===== src/rtl/rvm_muldiv_iter.sv =====
// Iterative RISC-V M-extension unit: MUL/MULH/MULHSU/MULHU/DIV/DIVU/REM/REMU.
// Define MULDIV_HW_MULTIPLY_EN to compute multiplies with one combinational multiplier in PREP.
module rvm_muldiv_iter #(
  parameter int XLEN      = 32,
  parameter int STEP_BITS = 1
) (
  input  logic            clk_i,
  input  logic            reset_ni,
  input  logic            flush_i,
  input  logic            valid_i,
  output logic            ready_o,
  input  logic [2:0]      operation_i,
  input  logic [XLEN-1:0] operand1_i,
  input  logic [XLEN-1:0] operand2_i,
  output logic            valid_o,
  input  logic            ready_i,
  output logic [XLEN-1:0] result_o,
  output logic            div_zero_o
);

  localparam int N     = XLEN / STEP_BITS;
  localparam int CNT_W = (N > 1) ? $clog2(N) : 1;

  typedef enum logic [2:0] {S_IDLE, S_PREP, S_CALC, S_FIX, S_DONE} state_t;

  state_t              state_reg, state_next;
  logic [2:0]          op_reg;
  logic [XLEN-1:0]     a_reg, b_reg;
  logic [2*XLEN-1:0]   acc_reg;
  logic [CNT_W-1:0]    cnt_reg;
  logic                neg_q_reg, neg_r_reg, special_reg, dz_reg;
  logic [XLEN-1:0]     result_reg;
  logic                div_zero_reg;

  // Operand decode, evaluated in PREP from the latched request
  logic            is_div, op1_signed, op2_signed, neg_a, neg_b;
  logic [XLEN-1:0] abs_a, abs_b, special_val;
  logic            div_by_zero, overflow, special, skip_calc;

  assign is_div     = op_reg[2];
  assign op1_signed = op_reg[2] ? ~op_reg[0] : (op_reg[1:0] == 2'b01 || op_reg[1:0] == 2'b10);
  assign op2_signed = op_reg[2] ? ~op_reg[0] : (op_reg[1:0] == 2'b01);
  assign neg_a      = op1_signed & a_reg[XLEN-1];
  assign neg_b      = op2_signed & b_reg[XLEN-1];
  assign abs_a      = neg_a ? -a_reg : a_reg;
  assign abs_b      = neg_b ? -b_reg : b_reg;
  assign div_by_zero = is_div & (b_reg == '0);
  assign overflow    = is_div & ~op_reg[0] & (a_reg == {1'b1, {(XLEN-1){1'b0}}}) & (&b_reg);
  assign special     = div_by_zero | overflow;

  always_comb begin
    special_val = '0;
    if (div_by_zero)
      special_val = op_reg[1] ? a_reg : '1;
    else if (overflow)
      special_val = op_reg[1] ? '0 : a_reg;
  end

  // Restoring division: acc holds {remainder, dividend/quotient}, b_reg the divisor
  logic [2*XLEN-1:0] div_chain [STEP_BITS+1];
  assign div_chain[0] = acc_reg;

  genvar gi;
  generate
    for (gi = 0; gi < STEP_BITS; gi++) begin : g_div
      logic [XLEN:0] shifted, diff;
      assign shifted = {div_chain[gi][2*XLEN-1:XLEN], div_chain[gi][XLEN-1]};
      assign diff    = shifted - {1'b0, b_reg};
      assign div_chain[gi+1] = diff[XLEN]
          ? {shifted[XLEN-1:0], div_chain[gi][XLEN-2:0], 1'b0}
          : {diff[XLEN-1:0],    div_chain[gi][XLEN-2:0], 1'b1};
    end
  endgenerate

  logic [2*XLEN-1:0] step_next;

`ifdef MULDIV_HW_MULTIPLY_EN
  logic [2*XLEN-1:0] hw_prod;
  assign hw_prod   = (2*XLEN)'(abs_a) * (2*XLEN)'(abs_b);
  assign step_next = div_chain[STEP_BITS];
  assign skip_calc = special | ~is_div;
`else
  // Shift-add: multiplier in the low half shifts out as the product grows in from the top
  logic [2*XLEN-1:0] mul_chain [STEP_BITS+1];
  assign mul_chain[0] = acc_reg;
  generate
    for (gi = 0; gi < STEP_BITS; gi++) begin : g_mul
      logic [XLEN:0] sum;
      assign sum = {1'b0, mul_chain[gi][2*XLEN-1:XLEN]} +
                   (mul_chain[gi][0] ? {1'b0, b_reg} : {(XLEN+1){1'b0}});
      assign mul_chain[gi+1] = {sum, mul_chain[gi][XLEN-1:1]};
    end
  endgenerate
  assign step_next = is_div ? div_chain[STEP_BITS] : mul_chain[STEP_BITS];
  assign skip_calc = special;
`endif

  // Sign fix-up and result selection
  logic [2*XLEN-1:0] prod_fixed;
  logic [XLEN-1:0]   quot_fixed, rem_fixed, fix_result;

  assign prod_fixed = neg_q_reg ? -acc_reg : acc_reg;
  assign quot_fixed = neg_q_reg ? -acc_reg[XLEN-1:0] : acc_reg[XLEN-1:0];
  assign rem_fixed  = neg_r_reg ? -acc_reg[2*XLEN-1:XLEN] : acc_reg[2*XLEN-1:XLEN];

  always_comb begin
    fix_result = '0;
    if (special_reg)
      fix_result = acc_reg[XLEN-1:0];
    else if (is_div)
      fix_result = op_reg[1] ? rem_fixed : quot_fixed;
    else if (op_reg[1:0] == 2'b00)
      fix_result = prod_fixed[XLEN-1:0];
    else
      fix_result = prod_fixed[2*XLEN-1:XLEN];
  end

  // State register
  always_ff @(posedge clk_i or negedge reset_ni) begin
    if (!reset_ni)
      state_reg <= S_IDLE;
    else
      state_reg <= state_next;
  end

  // Next-state logic
  always_comb begin
    state_next = state_reg;
    if (flush_i)
      state_next = S_IDLE;
    else begin
      case (state_reg)
        S_IDLE: if (valid_i) state_next = S_PREP;
        S_PREP: state_next = skip_calc ? S_FIX : S_CALC;
        S_CALC: if (cnt_reg == CNT_W'(N-1)) state_next = S_FIX;
        S_FIX:  state_next = S_DONE;
        S_DONE: if (ready_i) state_next = S_IDLE;
        default: state_next = S_IDLE;
      endcase
    end
  end

  // Outputs
  always_comb begin
    ready_o    = (state_reg == S_IDLE);
    valid_o    = (state_reg == S_DONE);
    result_o   = result_reg;
    div_zero_o = div_zero_reg;
  end

  // Datapath
  always_ff @(posedge clk_i or negedge reset_ni) begin
    if (!reset_ni) begin
      op_reg       <= '0;
      a_reg        <= '0;
      b_reg        <= '0;
      acc_reg      <= '0;
      cnt_reg      <= '0;
      neg_q_reg    <= 1'b0;
      neg_r_reg    <= 1'b0;
      special_reg  <= 1'b0;
      dz_reg       <= 1'b0;
      result_reg   <= '0;
      div_zero_reg <= 1'b0;
    end else if (flush_i) begin
      div_zero_reg <= 1'b0;
    end else begin
      case (state_reg)
        S_IDLE: begin
          if (valid_i) begin
            op_reg <= operation_i;
            a_reg  <= operand1_i;
            b_reg  <= operand2_i;
          end
        end
        S_PREP: begin
          b_reg       <= abs_b;
          neg_q_reg   <= neg_a ^ neg_b;
          neg_r_reg   <= neg_a;
          special_reg <= special;
          dz_reg      <= div_by_zero;
          cnt_reg     <= '0;
          if (special)
            acc_reg <= {{XLEN{1'b0}}, special_val};
`ifdef MULDIV_HW_MULTIPLY_EN
          else if (!is_div)
            acc_reg <= hw_prod;
`endif
          else
            acc_reg <= {{XLEN{1'b0}}, abs_a};
        end
        S_CALC: begin
          acc_reg <= step_next;
          cnt_reg <= cnt_reg + CNT_W'(1);
        end
        S_FIX: begin
          result_reg   <= fix_result;
          div_zero_reg <= dz_reg;
        end
        default: ;
      endcase
    end
  end

endmodule

===== config.mk =====
export PLATFORM = sky130hd
export DESIGN_NAME = rvm_muldiv_iter
export DESIGN_NICKNAME = d
export VERILOG_FILES = /design/src/rtl/rvm_muldiv_iter.sv
export SDC_FILE = /design/constraint.sdc
export NUM_CORES = 1
export LEC_CHECK = 0
export CAP_MARGIN = 15
export CORE_ASPECT_RATIO = 0.7
export CORE_MARGIN = 2
export CORE_UTILIZATION = 55
export DETAILED_ROUTE_END_ITERATION = 10
export GPL_TIMING_DRIVEN = 0
export PLACE_DENSITY_LB_ADDON = 0.15
export SLEW_MARGIN = 20
export SYNTH_ARGS = -nofsm -noshare
export SYNTH_HDL_FRONTEND = slang
export SYNTH_SLANG_ARGS = --single-unit

===== constraint.sdc =====
create_clock -name clk_i -period 3.9 [get_ports clk_i]
set_input_delay 0.78 -clock clk_i [delete_from_list [all_inputs] [get_ports clk_i]]
set_output_delay 0.78 -clock clk_i [all_outputs]
set_load 0.02 [all_outputs]

# [Word-level counts from Yosys, hierarchy flattened]
# Index checks and enable logic that the tools add are counted.
[totals] register_bits=176 latchBits=0 ram_bits=0 romBits=0 input_bits=72 output_inout_bits=35 wordCells=88 memories=0
[classes] add_sub_neg=8 multipliers=0 div=0 order_cmp=0 n_eq_ne=13 n_shift=0 n_mux=31 bitwise_logic=10 reduce_logical=14
[ops] operator="two-way mux 32 bit" n=15
[ops] operator="two-way mux 64 bit" n=3
[ops] operator="negation 32 bit" n=4
[ops] operator="case mux 64 bit (2 select lines)" n=1
[ops] operator="negation 64 bit" n=1
[ops] operator="case mux 32 bit (2 select lines)" n=1
[ops] operator="adder 32 x 32 -> 33 bit" n=1
[ops] operator="subtractor 33 x 32 -> 33 bit" n=1
[ops] operator="== test 32 bit, second input constant" n=1
[ops] operator="logical NOT 32 bit" n=1
[ops] operator="AND reduction 32 bit" n=1
[ops] operator="case mux 3 bit (5 select lines)" n=1
[ops] operator="two-way mux 3 bit" n=4
[ops] operator="case mux 5 bit (2 select lines)" n=1
[ops] operator="AND 1 bit" n=6
[ops] operator="== test 3 x 2 -> 1 bit, second input constant" n=2
[ops] operator="inequality test 3 bit, second input constant" n=2
[ops] operator="AND reduction 2 bit" n=3
[ops] operator="AND reduction 3 bit" n=2
[ops] operator="nonzero test 2 bit" n=3
[ops] operator="adder 5 x 1 -> 5 bit, second input constant" n=1
[ops] operator="== test 5 bit, second input constant" n=1
[ops] operator="two-way mux 1 bit" n=5
[ops] operator="inequality test 2 bit, second input constant" n=2
[ops] operator="12 further kinds" n=13

# [Logic depth before layout (Yosys ltp)]
[depth] depth_word=8 depth_mapped=15 ltp_nobuf=14

# [Least setup slack after synthesis]
# Ideal clock, no wire load.
[synth_path] path_type="reg-to-reg" from="register acc_reg[50]" to="register acc_reg[43]" setup_ps=133 arrival_time_ps=3294 required_time_ps=3767 path_slack_ps=473 stages_incl_launch_ff=12 n_path_buf=1 period_less_slack_ps=3427 cell_sequence="dfrtp_1 -> ha_1 -> a21o_1 -> a211o_1 -> nor3_2 -> nor4b_1 -> or3_1 -> a211oi_4 -> xnor2_2 -> buf_2 -> mux2i_1 -> o21ai_0"
[synth_via] elab_chain_cells=4
[synth_lines] element="start: declaration" line_no="29" text="logic [2*XLEN-1:0] acc_reg;"
[synth_lines] element="start signal: assignment" line_no="184" text="acc_reg <= {{XLEN{1'b0}}, special_val};"
[synth_lines] element="start signal: assignment" line_no="190" text="acc_reg <= {{XLEN{1'b0}}, abs_a};"
[synth_lines] element="start signal: assignment" line_no="193" text="acc_reg <= step_next;"
[synth_lines] element="subtractor 33 x 32 -> 33 bit" line_no="68" text="assign diff = shifted - {1'b0, b_reg};"
[synth_lines] element="two-way mux 64 bit" line_no="70" text="? {shifted[XLEN-1:0], div_chain[gi][XLEN-2:0], 1'b0}"
[synth_lines] element="two-way mux 64 bit" line_no="94" text="assign step_next = is_div ? div_chain[STEP_BITS] : mul_chain[STEP_BITS];"
[synth_lines] element="case mux 64 bit (2 select lines)" line_no="168" text="case (state_reg)"
# No other way between the ends.
# A chain may end at the register's enable or synchronous reset.

# [Worst setup path in the final report]
[layout_path] from="register op_reg[2]" to="register result_reg[29], in the netlist result_o[29]"
[layout_via] elab_chain_cells=2
[layout_lines] element="start: declaration" line_no="27" text="logic [2:0] op_reg;"
[layout_lines] element="start signal: assignment" line_no="171" text="op_reg <= operation_i;"
[layout_lines] element="two-way mux 32 bit" line_no="110" text="else if (is_div)"
[layout_lines] element="two-way mux 32 bit" line_no="108" text="if (special_reg)"
[layout_lines] element="end signal: assignment" line_no="197" text="result_reg <= fix_result;"
[layout_lines] element="end: declaration" line_no="32" text="logic [XLEN-1:0] result_reg;"
# No other way between the ends.

==> flow_summary.toml <==
[clocking]
ctsLongestPathBuffers = 2
clock_latency_ps = 480
cts_root_buf = "clkbuf_16"
cts_sinks = 176
numCtsBuffers = 17
htreeDepth = 4
cts_tree = "built"
clkTransAtPathRegs_ps = 90
hold_buffers = 0

[timing]
fin_skew_ps = 12.68
rsz0062_at_grt = "true"
setup_tns_ps = -41.21
clock.fmax_mhz = 253.7
fin_crit_sh_pct = 101.1
worstMarginPinSlew_ps = 1079
relSlewSlack_pct = 28.06
finalSetupViolCount = 1
holdWs_ps = 173.4
hold_viol = 0
drv_slew = 0
setup_ws_ps = -41.21
min_period_ps = 3941

[pwr]
p_leak_nw = 7.792
powerDensity_nw_per_um2 = 781.8
ir_drop_mv = 0.3473
p_total_w = 0.01472

[die]
dieHeight_um = 148.3
rows = 52
die_w_um = 210.2
die_area_um2 = 31170
ios = 107
core-area_um2 = 29080
initial_core_util_pct = 56.27

[detailed_routing]
drt-pass1-iter-count = 9
avgRoutedWirePerCell_um = 25.75
vias_per_cell = 6.969
wl_um = 69490
drcViolationCount = 0
vias = 18810
ant_nets = 0
drt_iter0_markers = 3169

[synth]
ys_warn_count = 0
synth_async_sr_flop_share_pct = 100.0
synth.distinct_cells = 83
syn_area_um2 = 16360
syn_area_per_cell_um2 = 7.520
synth_cells = 2176
synth_nets = 2323
ys.flop_type = "dfrtp_1"
synth_edf_count = 0
synth_seq_cells = 176
synth_seq_area_share_pct = 26.91

[setup_path]
crit_chain = "clkbuf_1 > clkbuf_1 > buf_1 > clkbuf_1 > a22oi_1 > o21ai_0"
cp_top_family = "buffers and inverters"
start_kind = "flip-flop"
r2r_end = "result_o[29]"
cp_common_cell = "clkbuf_1"
end_kind = "flip-flop"
r2r_cells = 6
path_buf_inv = 4
crit_arrival_ps = 4290
critPathKind = "reg -> reg"
critical_path_required_ps = 4250
max_stage_delay_ps = 810
critical-path-slowest-cell = "clkbuf_1"
crit_fanout = 10
r2r_slack_ps = -40
r2r_start = "op_reg[2]"

[grt]
grt_max_degree = 69
grtUsageTotal_pct = 44.03
grt_pass1_wl_um = 103600
grt_remaining_overflow = 0
grt_use_met3_pct = 17.10
use_met1_pct = 63.35
grt_pass1_vias = 17140
antenna_found_initial = 0
use_met2_pct = 59.57
gr-max-usage-layer = "met1"

[final_layout]
n_antenna_cell = 0
largest_reg_flops = 64
layout.nets = 2455
final_layout_size_suffix_gt1_share_pct = 5.515
area_growth_pct = 15.02
fin_cells = 2699

[placed_design]
placed_cells = 2662
place_hpwl_um = 52970
port_buffers = 106
gp_congestion = 1.047

[worst_hold_path]
hold_path_class = "in -> async"

[status]
violations = "negative setup slack"
status = "finished, violations left"

[run]
max_cap_viol_count = 0
## per-stage QoR
step / utilization (%) / worst slack (ps) / area [um2]
6_report: 64.72 / -41.21 / 18820
5_1_grt: 64.72 / -135.5 / 18820
4_1_cts: 64.13 / 3.518 / 18650
3_5_place_dp: 61.75 / -790.9 / 17960
3_3_place_gp: 61.54 / -5563 / 17900
2_1_floorplan: - / 473.0 / 16360
## cell type report
type	count	area, um2
Inverter	64	244.0
Fill cell	2570	10260
Multi-Input combinational cell	1778	11300
Clock inverter	15	161.4
Buffer	154	621.8
Clock buffer	17	425.4
Sequential cell	176	4408
Timing Repair Buffer	117	1189
Tap cell	378	473.0
## how the worst max path moves through the flow
stage	to	cells past startpoint	from
final	result_o[29]	6	op_reg[2]
after global routing	acc_reg[61]	14	acc_reg[0]
after CTS	acc_reg[59]	13	b_reg[19]
after detailed placement	acc_reg[40]	13	acc_reg[31]
after global placement	a_reg[16]	1	reset_ni
after floorplan	acc_reg[43]	11	acc_reg[50]
## logic make-up after synthesis
kind of cell | Yosys count | synth area share, %
mux | 73 | 4.526
xor+xnor | 134 | 7.218
buf+inv | 222 | 5.214
compound gates | 679 | 26.36
fa+ha+maj | 75 | 5.826
flops | 176 | 26.91
simple gates | 817 | 23.95
## per-layer routing
layer  routed length [um]  vias up
li1                     -     8217
met1                28820     8855
met2                26950     1525
met3                11240      213
met4                 2484        0
met5                    0        -
## timing repair
| action | 4_1_cts | 5_1_grt |
|---|---|---|
| endpoints found under the setup margin | 58 | 57 |
| buffers inserted | 4 | 5 |
| gates resized for setup | 22 | 36 |
| pin swaps | 2 | 3 |
## cells in the mapped netlist, types with 27 or more instances
library cell	number	area [um2]
nand3_1	58	290.3
ha_1	73	913.4
nand2_1	284	1066
a21o_1	34	255.2
xor2_1	63	551.8
mux2i_1	65	650.6
nor2_1	186	698.2
or3_1	30	187.7
nor3_1	61	305.3
o31ai_1	27	202.7
clkbuf_1	143	536.8
nand3b_1	27	202.7
o21ai_0	194	970.9
a21oi_1	170	850.8
xnor2_1	70	613.1
dfrtp_1	176	4404
inv_1	62	232.7
## power breakdown
group / internal, W / switching, W
clock network: 0.000862 / 0.000940
registers: 0.00244 / 0.000919
logic: 0.00344 / 0.00612
## cell usage in the layout (no fill, tap or decap), types with 18 or more instances in the layout
cell / synthesis / routed
nand2_1: 284 / 284
o21ai_0: 194 / 192
nor2_1: 186 / 185
dfrtp_1: 176 / 173
a21oi_1: 170 / 167
clkbuf_1: 143 / 133
clkdlybuf4s50_1: 0 / 105
ha_1: 73 / 73
xnor2_1: 70 / 68
mux2i_1: 65 / 65
xor2_1: 63 / 62
nor3_1: 61 / 60
inv_1: 62 / 58
nand3_1: 58 / 58
a21o_1: 34 / 34
or3_1: 30 / 29
o31ai_1: 27 / 27
nand3b_1: 27 / 27
o211ai_1: 23 / 23
a31oi_1: 23 / 23
a22oi_1: 23 / 23
nand2b_1: 23 / 22
or4_1: 22 / 22
nand4_1: 22 / 22
a211oi_1: 20 / 18
(Power assumes the default switching activity.)
